$ cat src/rtl/icache_refill_ctrl_if.sv
// Core-fetch and memory-refill signal bundle for the instruction cache refill
// controller. The slave side is the controller; the master side is the
// core/memory environment driving it.
interface icache_refill_ctrl_if #(
  parameter int BITSIZE = 32
);
  logic               req_i;
  logic [BITSIZE-1:0] addr_i;
  logic               flush_i;
  logic               ready_o;
  logic               rvalid_o;
  logic [BITSIZE-1:0] rdata_o;
  logic               mem_req_o;
  logic [BITSIZE-1:0] mem_addr_o;
  logic               mem_valid_i;
  logic [BITSIZE-1:0] mem_data_i;

  modport slave (
    input  req_i, addr_i, flush_i, mem_valid_i, mem_data_i,
    output ready_o, rvalid_o, rdata_o, mem_req_o, mem_addr_o
  );

  modport master (
    output req_i, addr_i, flush_i, mem_valid_i, mem_data_i,
    input  ready_o, rvalid_o, rdata_o, mem_req_o, mem_addr_o
  );
endinterface

$ cat src/rtl/icache_refill_ctrl.sv
// Direct-mapped instruction cache with a word-serial line refill.
// Hits answer one cycle after acceptance; misses refill the whole line from
// memory and then answer from the array (no bypass of the returning word).
module icache_refill_ctrl #(
  parameter int BITSIZE    = 32,
  parameter int LINE_WORDS = 4,
  parameter int N_LINES    = 4
) (
  input  logic               clk,
  input  logic               resetn_i,
  icache_refill_ctrl_if.slave bus
);
  localparam int OB = $clog2(LINE_WORDS);
  localparam int IB = $clog2(N_LINES);
  localparam int TW = BITSIZE - 2 - OB - IB;

  typedef enum logic [1:0] {IDLE, REFILL, RESPOND} state_e;

  state_e                                      state_q, state_d;
  logic [N_LINES-1:0]                          valid_q;
  logic [N_LINES-1:0][TW-1:0]                  tag_q;
  logic [N_LINES-1:0][LINE_WORDS-1:0][BITSIZE-1:0] data_q;
  logic [OB-1:0]                               cnt_q;
  logic [TW-1:0]                               cap_tag_q;
  logic [IB-1:0]                               cap_idx_q;
  logic [OB-1:0]                               cap_off_q;
  logic                                        rvalid_q;
  logic [BITSIZE-1:0]                          rdata_q;

  logic [OB-1:0] in_off;
  logic [IB-1:0] in_idx;
  logic [TW-1:0] in_tag;
  logic          hit, accept, last_word;
  logic          unused_addr_lsb;

  assign in_off          = bus.addr_i[OB+1:2];
  assign in_idx          = bus.addr_i[OB+IB+1:OB+2];
  assign in_tag          = bus.addr_i[BITSIZE-1:OB+IB+2];
  assign unused_addr_lsb = ^bus.addr_i[1:0];

  assign hit       = valid_q[in_idx] && (tag_q[in_idx] == in_tag);
  assign accept    = (state_q == IDLE) && !bus.flush_i && bus.req_i;
  assign last_word = &cnt_q;

  // ready is gated by reset so it reads 0 while resetn_i is held low
  assign bus.ready_o    = resetn_i && (state_q == IDLE) && !bus.flush_i;
  assign bus.mem_req_o  = (state_q == REFILL);
  assign bus.mem_addr_o = (state_q == REFILL) ? {cap_tag_q, cap_idx_q, cnt_q, 2'b00}
                                              : '0;
  assign bus.rvalid_o   = rvalid_q;
  assign bus.rdata_o    = rdata_q;

  // Next-state: miss starts a refill, last beat moves to the response cycle
  always_comb begin
    state_d = state_q;
    case (state_q)
      IDLE:    if (accept && !hit) state_d = REFILL;
      REFILL:  if (bus.mem_valid_i && last_word) state_d = RESPOND;
      RESPOND: state_d = IDLE;
      default: state_d = IDLE;
    endcase
  end

  // Control state: FSM, beat counter, valid bits, captured request, response
  always_ff @(posedge clk or negedge resetn_i) begin
    if (!resetn_i) begin
      state_q   <= IDLE;
      cnt_q     <= '0;
      valid_q   <= '0;
      cap_tag_q <= '0;
      cap_idx_q <= '0;
      cap_off_q <= '0;
      rvalid_q  <= 1'b0;
      rdata_q   <= '0;
    end else begin
      state_q  <= state_d;
      rvalid_q <= 1'b0;
      case (state_q)
        IDLE: begin
          if (bus.flush_i) begin
            valid_q <= '0;
          end else if (bus.req_i) begin
            cap_tag_q <= in_tag;
            cap_idx_q <= in_idx;
            cap_off_q <= in_off;
            if (hit) begin
              rvalid_q <= 1'b1;
              rdata_q  <= data_q[in_idx][in_off];
            end else begin
              // the line is overwritten piecewise; never let a partial line hit
              valid_q[in_idx] <= 1'b0;
            end
          end
        end
        REFILL: begin
          if (bus.mem_valid_i) begin
            cnt_q <= cnt_q + 1'b1;  // wraps to 0 after the last beat
            if (last_word) valid_q[cap_idx_q] <= 1'b1;
          end
        end
        RESPOND: begin
          rvalid_q <= 1'b1;
          rdata_q  <= data_q[cap_idx_q][cap_off_q];
        end
        default: ;
      endcase
    end
  end

  // Tag/data arrays: written only by refill beats, no reset needed
  always_ff @(posedge clk) begin
    if (state_q == REFILL && bus.mem_valid_i) begin
      data_q[cap_idx_q][cnt_q] <= bus.mem_data_i;
      if (last_word) tag_q[cap_idx_q] <= cap_tag_q;
    end
  end
endmodule

$ cat src/flat_wrapper.sv
// flat-port wrapper written by rule: the top's interface ports become plain ports
module icache_refill_ctrl_flat 
#(
  parameter int BITSIZE    = 32,
  parameter int LINE_WORDS = 4,
  parameter int N_LINES    = 4
)
  (clk, resetn_i, bus_req_i, bus_addr_i, bus_flush_i, bus_mem_valid_i, bus_mem_data_i, bus_ready_o, bus_rvalid_o, bus_rdata_o, bus_mem_req_o, bus_mem_addr_o);
  icache_refill_ctrl_if #(.BITSIZE(BITSIZE)) bus_i ();
  input  logic clk;
  input  logic resetn_i;
  input wire logic [$bits(bus_i.req_i)-1:0] bus_req_i;
  input wire logic [$bits(bus_i.addr_i)-1:0] bus_addr_i;
  input wire logic [$bits(bus_i.flush_i)-1:0] bus_flush_i;
  input wire logic [$bits(bus_i.mem_valid_i)-1:0] bus_mem_valid_i;
  input wire logic [$bits(bus_i.mem_data_i)-1:0] bus_mem_data_i;
  output wire logic [$bits(bus_i.ready_o)-1:0] bus_ready_o;
  output wire logic [$bits(bus_i.rvalid_o)-1:0] bus_rvalid_o;
  output wire logic [$bits(bus_i.rdata_o)-1:0] bus_rdata_o;
  output wire logic [$bits(bus_i.mem_req_o)-1:0] bus_mem_req_o;
  output wire logic [$bits(bus_i.mem_addr_o)-1:0] bus_mem_addr_o;
  assign bus_i.req_i = bus_req_i;
  assign bus_i.addr_i = bus_addr_i;
  assign bus_i.flush_i = bus_flush_i;
  assign bus_i.mem_valid_i = bus_mem_valid_i;
  assign bus_i.mem_data_i = bus_mem_data_i;
  assign bus_ready_o = bus_i.ready_o;
  assign bus_rvalid_o = bus_i.rvalid_o;
  assign bus_rdata_o = bus_i.rdata_o;
  assign bus_mem_req_o = bus_i.mem_req_o;
  assign bus_mem_addr_o = bus_i.mem_addr_o;
  icache_refill_ctrl #(.BITSIZE(BITSIZE), .LINE_WORDS(LINE_WORDS), .N_LINES(N_LINES)) u_core (.clk(clk), .resetn_i(resetn_i), .bus(bus_i));
endmodule
$ cat config.mk
export PLATFORM = sky130hd
export DESIGN_NAME = icache_refill_ctrl_flat
export DESIGN_NICKNAME = d
export VERILOG_FILES = /design/src/rtl/icache_refill_ctrl_if.sv /design/src/rtl/icache_refill_ctrl.sv /design/src/flat_wrapper.sv
export SDC_FILE = /design/constraint.sdc
export NUM_CORES = 1
export LEC_CHECK = 0
export ABC_CLOCK_PERIOD_IN_PS = 4500
export CAP_MARGIN = 20
export CORE_UTILIZATION = 30
export CTS_BUF_LIST = sky130_fd_sc_hd__clkbuf_16
export CTS_CLUSTER_DIAMETER = 100
export DETAILED_ROUTE_END_ITERATION = 8
export GPL_ROUTABILITY_DRIVEN = 0
export PLACE_DENSITY = 0.5
export SETUP_SLACK_MARGIN = 0.5
export SYNTH_ARGS = -nofsm -noshare
export SYNTH_HDL_FRONTEND = slang
export SYNTH_SLANG_ARGS = --single-unit
$ cat constraint.sdc
create_clock -name clk -period 4.5 [get_ports clk]
set_input_delay 0.9 -clock clk [delete_from_list [all_inputs] [get_ports clk]]
set_output_delay 0.9 -clock clk [all_outputs]
set_load 0.01 [all_outputs]
==> results.md <==
Power:
- Power spread over the standard cell area amounts to 542 nW/um2.
- The portion of total power attributed to combinational logic is 25.4%.
- For this design the static power due to leakage is 11.6 nW.
- The switching part of the total power is 29.4%.
- Per report_power, the clock group accounts for 31.2% of the total.
- The switching power total is a little under 6 mW.
- The overall power of the completed layout is a little under 20 mW.
- The internal power of the cells totals 13.8 mW.
- The worst ir drop on vdd is between 0.0002 and 0.0003 V.
- Registers are responsible for 43.4% of the overall power.

Yosys:
- The synthesized netlist occupies a cell area of 30500 um2.
- The portion of synthesized cell area occupied by the leading cell type is 60.7%.
- Counting every instance in the synthesized netlist gives 1539.
- Ranked by total cell area, the synthesized netlist is headed by sky130_fd_sc_hd__edfxtp_1 (61%), sky130_fd_sc_hd__mux4_2 (23%), sky130_fd_sc_hd__dfrtp_1 (5.8%).
- A synthesized cell averages roughly 20 um2.
- For this run, the leading register cell type out of synthesis is sky130_fd_sc_hd__edfxtp_1.
- For this run, the register share of the synthesized area comes to between 60% and 70%.
- The biggest area contributor in the post-synthesis netlist is sky130_fd_sc_hd__edfxtp_1.
- During synthesis, Yosys emitted a total of 0 warnings.
- The synthesized netlist contains 46 unique library cells.
- Counting flops and latches in the post-synthesis netlist gives 687.
- After synthesis, the share of flip-flops with an asynchronous set or reset is between 10 and 15%.
- Yosys mapped a number of flops with a built-in enable equal to 616.

Floorplanning:
- The die is 321 um tall.
- The die span in x is 321 um.
- The floorplan step defined a core boundary enclosing 100000 um2.
- The floorplan has 116 rows.
- The overall die area is a little over 100000 um2.
- 136 I/O pins were placed.
- Once the floorplan was initialized, standard cells occupied 30.3% of the core.

Finish:
- From synthesis to final layout, the design area changed by 18.5%.
- The net count of the finished layout is roughly 1800.
- Once layout is done, the placed cells without fillers occupy roughly 36000 um2.
- In the final layout, the share of cells above drive strength 1 is a little under a third.

Setup path:
- Data on the critical path arrives at its endpoint at around 2.5 ns.
- In this run the critical register-to-register path is captured at u_core.bus.rdata_o[0].
- The critical-path maximum fanout is 5.
- Tracing the worst setup path back leads to its startpoint at bus_flush_i.
- The startpoint kind of the worst setup timing path is a primary input.
- The worst setup path is captured at a primary output.
- On the critical path, the stage with the largest delay is an instance of sky130_fd_sc_hd__clkdlybuf4s50_1.
- For the worst flop-to-flop path, the logic depth is 5.
- The signal on the critical path passes through clkdlybuf4s50_1, nor4b_1, clkdlybuf4s50_1.
- The worst-case register-to-register setup slack is 1.51 ns.
- For the worst setup path, the data required time is between 3 and 4 ns.
- The path type of the worst setup path is in -> out.
- The longest individual stage delay on the worst path is ~0.6 ns.
- The startpoint of the lowest-slack register-to-register path is u_core.cap_idx_q[0].
- The most frequent cell on the critical path is sky130_fd_sc_hd__clkdlybuf4s50_1.

Clock network:
- The hold-fix buffer count after cts is 0.
- The H-tree generated during clock tree synthesis spans 3 levels.
- The tree built by TritonCTS fans out to 687 sinks.
- The TritonCTS clock tree is done.
- The post-CTS repair timing setup buffer count is 0.
- The total of cells resized after clock tree synthesis is 0.
- The cell chosen for the clock root is sky130_fd_sc_hd__clkbuf_16.
- The clock-pin transition on the worst setup and hold timing paths is 0.05 ns.
- The clock network latency to the later pin of the worst-skew pair is around 0.66 ns.
- The TritonCTS buffer count is between 70 and 80.
- No sink is reached through more buffers than the 3 on the longest clock path.

Placed design:
- Summed over all nets, the half-perimeter wirelength after detailed placement is 47.4 mm.
- OpenSTA, run right after detailed placement, puts the worst setup slack at 0.589 ns.
- After detailed placement, the total cell area comes to 33600 um2.
- Port buffering added around 130 buffers.

Drt:
- In the routed layout, each cell is associated on average with a via count of 5.31.
- After the first detailed-routing iteration, the DRC count stood at around 1600.
- The DRC violation count after routing is 0.
- For this run, the detailed router's first-pass iteration total came to 5.
- The count of nets left with antenna violations once routing finished came out at 0.
- After detailed routing, the average wire length per cell comes to 28.5 um.
- The detailed router placed 16500 vias in this run.
- The wire length reported by the detailed router is 88.7 mm.

STA:
- The worst path meets setup with 1.11 ns of slack.
- Setup violations remaining at the end of the flow were counted as 0.
- Dividing the final minimum period by the clock period gives 75.3%.
- The worst slew margin relative to its limit is 27.9%.
- At the pin with the least slew margin, the transition time is 1.08 ns.
- Setup repair after global routing left no endpoint under its margin.
- The final clock skew is 0.0343 ns.
- After routing, the total negative slack on setup checks comes to 0 ns.
- The final-report hold violation count is 0.
- The count of pins over their slew limit is 0.
- Static timing analysis puts the maximum clock frequency at between 200 and 300 MHz.
- The shortest period the worst path allows is 3.39 ns.

GRT:
- Global routing used between 15 and 20% of the available tracks.
- The via count of the first global-routing pass is about 18000.
- After global routing the overflow that remains totals 0.
- The global-route wire length before repair is 128 mm.
- The initial antenna violation count is 9.
- The largest net degree at the start of global routing is 119.

Outcome:
- The flow ran to the end, and the final reports show no timing, DRC or antenna violations.

Run:
- Across the run, the number of max-cap violations was 0.

Worst hold path:
- The class of the tightest hold or removal check is in -> async.
==> synthesized netlist by cell type (2+ instances only) <==
library cell / count
sky130_fd_sc_hd__a211oi_1: 2
sky130_fd_sc_hd__a221oi_1: 3
sky130_fd_sc_hd__a22oi_1: 65
sky130_fd_sc_hd__a31o_2: 3
sky130_fd_sc_hd__a31oi_1: 32
sky130_fd_sc_hd__and2_1: 45
sky130_fd_sc_hd__and4_1: 2
sky130_fd_sc_hd__buf_1: 15
sky130_fd_sc_hd__buf_2: 25
sky130_fd_sc_hd__buf_4: 6
sky130_fd_sc_hd__buf_6: 6
sky130_fd_sc_hd__clkbuf_1: 64
sky130_fd_sc_hd__dfrtp_1: 71
sky130_fd_sc_hd__edfxtp_1: 616
sky130_fd_sc_hd__ha_1: 4
sky130_fd_sc_hd__inv_1: 7
sky130_fd_sc_hd__mux2_2: 32
sky130_fd_sc_hd__mux2i_1: 18
sky130_fd_sc_hd__mux4_2: 306
sky130_fd_sc_hd__nand2_1: 75
sky130_fd_sc_hd__nand2b_1: 4
sky130_fd_sc_hd__nand3_1: 34
sky130_fd_sc_hd__nand4_1: 3
sky130_fd_sc_hd__nor2_1: 45
sky130_fd_sc_hd__nor2b_1: 3
sky130_fd_sc_hd__nor3_1: 4
sky130_fd_sc_hd__o21ai_0: 3
sky130_fd_sc_hd__o22ai_1: 3
sky130_fd_sc_hd__or4_1: 4
sky130_fd_sc_hd__xnor2_1: 14
sky130_fd_sc_hd__xor2_1: 10
==> power groups by stage <==
stage	logic [mW]	clock network, mW	registers, mW
finish	4.98	6.10	8.50
global route	5.32	6.50	8.60
CTS	5.07	6.26	8.52
detailed placement	5.06	0	8.64
global placement	5.04	0	8.59
floorplan	3.36	0	8.18
==> flip-flops by register name, indices dropped and copies added (netlist names) <==
name / flops
u_core.tag_q: 104
u_core.cnt_q: 2
u_core.data_q: 512
u_core.state_q: 2
u_core.bus.rdata_o: 32
u_core.cap_tag_q: 26
u_core.bus.rvalid_o: 1
u_core.cap_off_q: 2
u_core.valid_q: 4
u_core.cap_idx_q: 2
==> per-stage QoR <==
stage	util [%]	cells	hold WS (ns)
4_1_cts	36.0	3108	0.445
6_report	36.0	3111	0.451
5_1_grt	36.0	3109	0.474
2_1_floorplan	-	1540	0.483
3_5_place_dp	33.5	2963	0.514
3_3_place_gp	33.5	2963	0.491
==> routing by layer <==
layer	routed length [um]	GRT usage, %	vias up
met3	5410	3.64	145
met2	42800	28.3	550
met1	38400	23.7	9025
li1	-	-	6802
met4	2040	4.84	12
met5	77	0	-
==> critical path: cells and delay by family <==
family / cells / cell delay (ns)
buf+inv: 2 / 1.19
simple gates: 1 / 0.39
==> kinds of logic (layout without fill, tap and decap cells) <==
kind of cell	count (synthesis)	count (layout)	synth area share (%)
and+or+nand+nor	224	224	3.52
AOI/OAI and AO/OA	120	120	2.85
xor gates and xnor gates	24	24	0.690
muxes	356	356	24.4
other	1	5	0.0123
DFF	687	687	66.5
adders and majority gates	4	4	0.164
buffers and inverters	123	334	1.84
==> final cells by class <==
class                      instances  area (um2)
clock inverter                    66         483
sequential                       687       20300
inverter                           7        26.3
fill                            9388       64300
clock buffer                      79        1980
timing repair buffer             182        1910
tap                             1357        1700
antenna                            3        7.51
multi-input combinational        730        9730
==> layout by cell type, fill, tap and decap left out, types with 11 or more instances in the layout <==
cell type	Yosys	routed
sky130_fd_sc_hd__clkinv_1	0	11
sky130_fd_sc_hd__inv_1	7	34
sky130_fd_sc_hd__clkinv_2	0	13
sky130_fd_sc_hd__mux4_2	306	306
sky130_fd_sc_hd__buf_12	0	17
sky130_fd_sc_hd__mux2i_1	18	18
sky130_fd_sc_hd__clkbuf_16	0	79
sky130_fd_sc_hd__nor2_1	45	39
sky130_fd_sc_hd__buf_4	6	35
sky130_fd_sc_hd__nand3_1	34	34
sky130_fd_sc_hd__edfxtp_1	616	616
sky130_fd_sc_hd__xnor2_1	14	14
sky130_fd_sc_hd__clkdlybuf4s50_1	0	128
sky130_fd_sc_hd__and2_2	0	15
sky130_fd_sc_hd__a31oi_1	32	32
sky130_fd_sc_hd__a22oi_1	65	65
sky130_fd_sc_hd__dfrtp_1	71	67
sky130_fd_sc_hd__and2_1	45	30
sky130_fd_sc_hd__mux2_2	32	32
sky130_fd_sc_hd__nand2_1	75	75
==> how the worst max path moves through the flow <==
stage / end / slack (ns) / depth (start not counted)
5_1_grt: bus_mem_addr_o[4] / 0.96 / 2
2_1_floorplan: u_core.data_q[100] / 0.75 / 2
3_3_place_gp: u_core.bus.rdata_o[24] / 0.58 / 9
4_1_cts: bus_mem_addr_o[4] / 1.00 / 2
3_5_place_dp: u_core.bus.rdata_o[24] / 0.59 / 9
6_report: bus_ready_o / 1.11 / 3
Note: power is estimated with default switching activity, not from simulation.
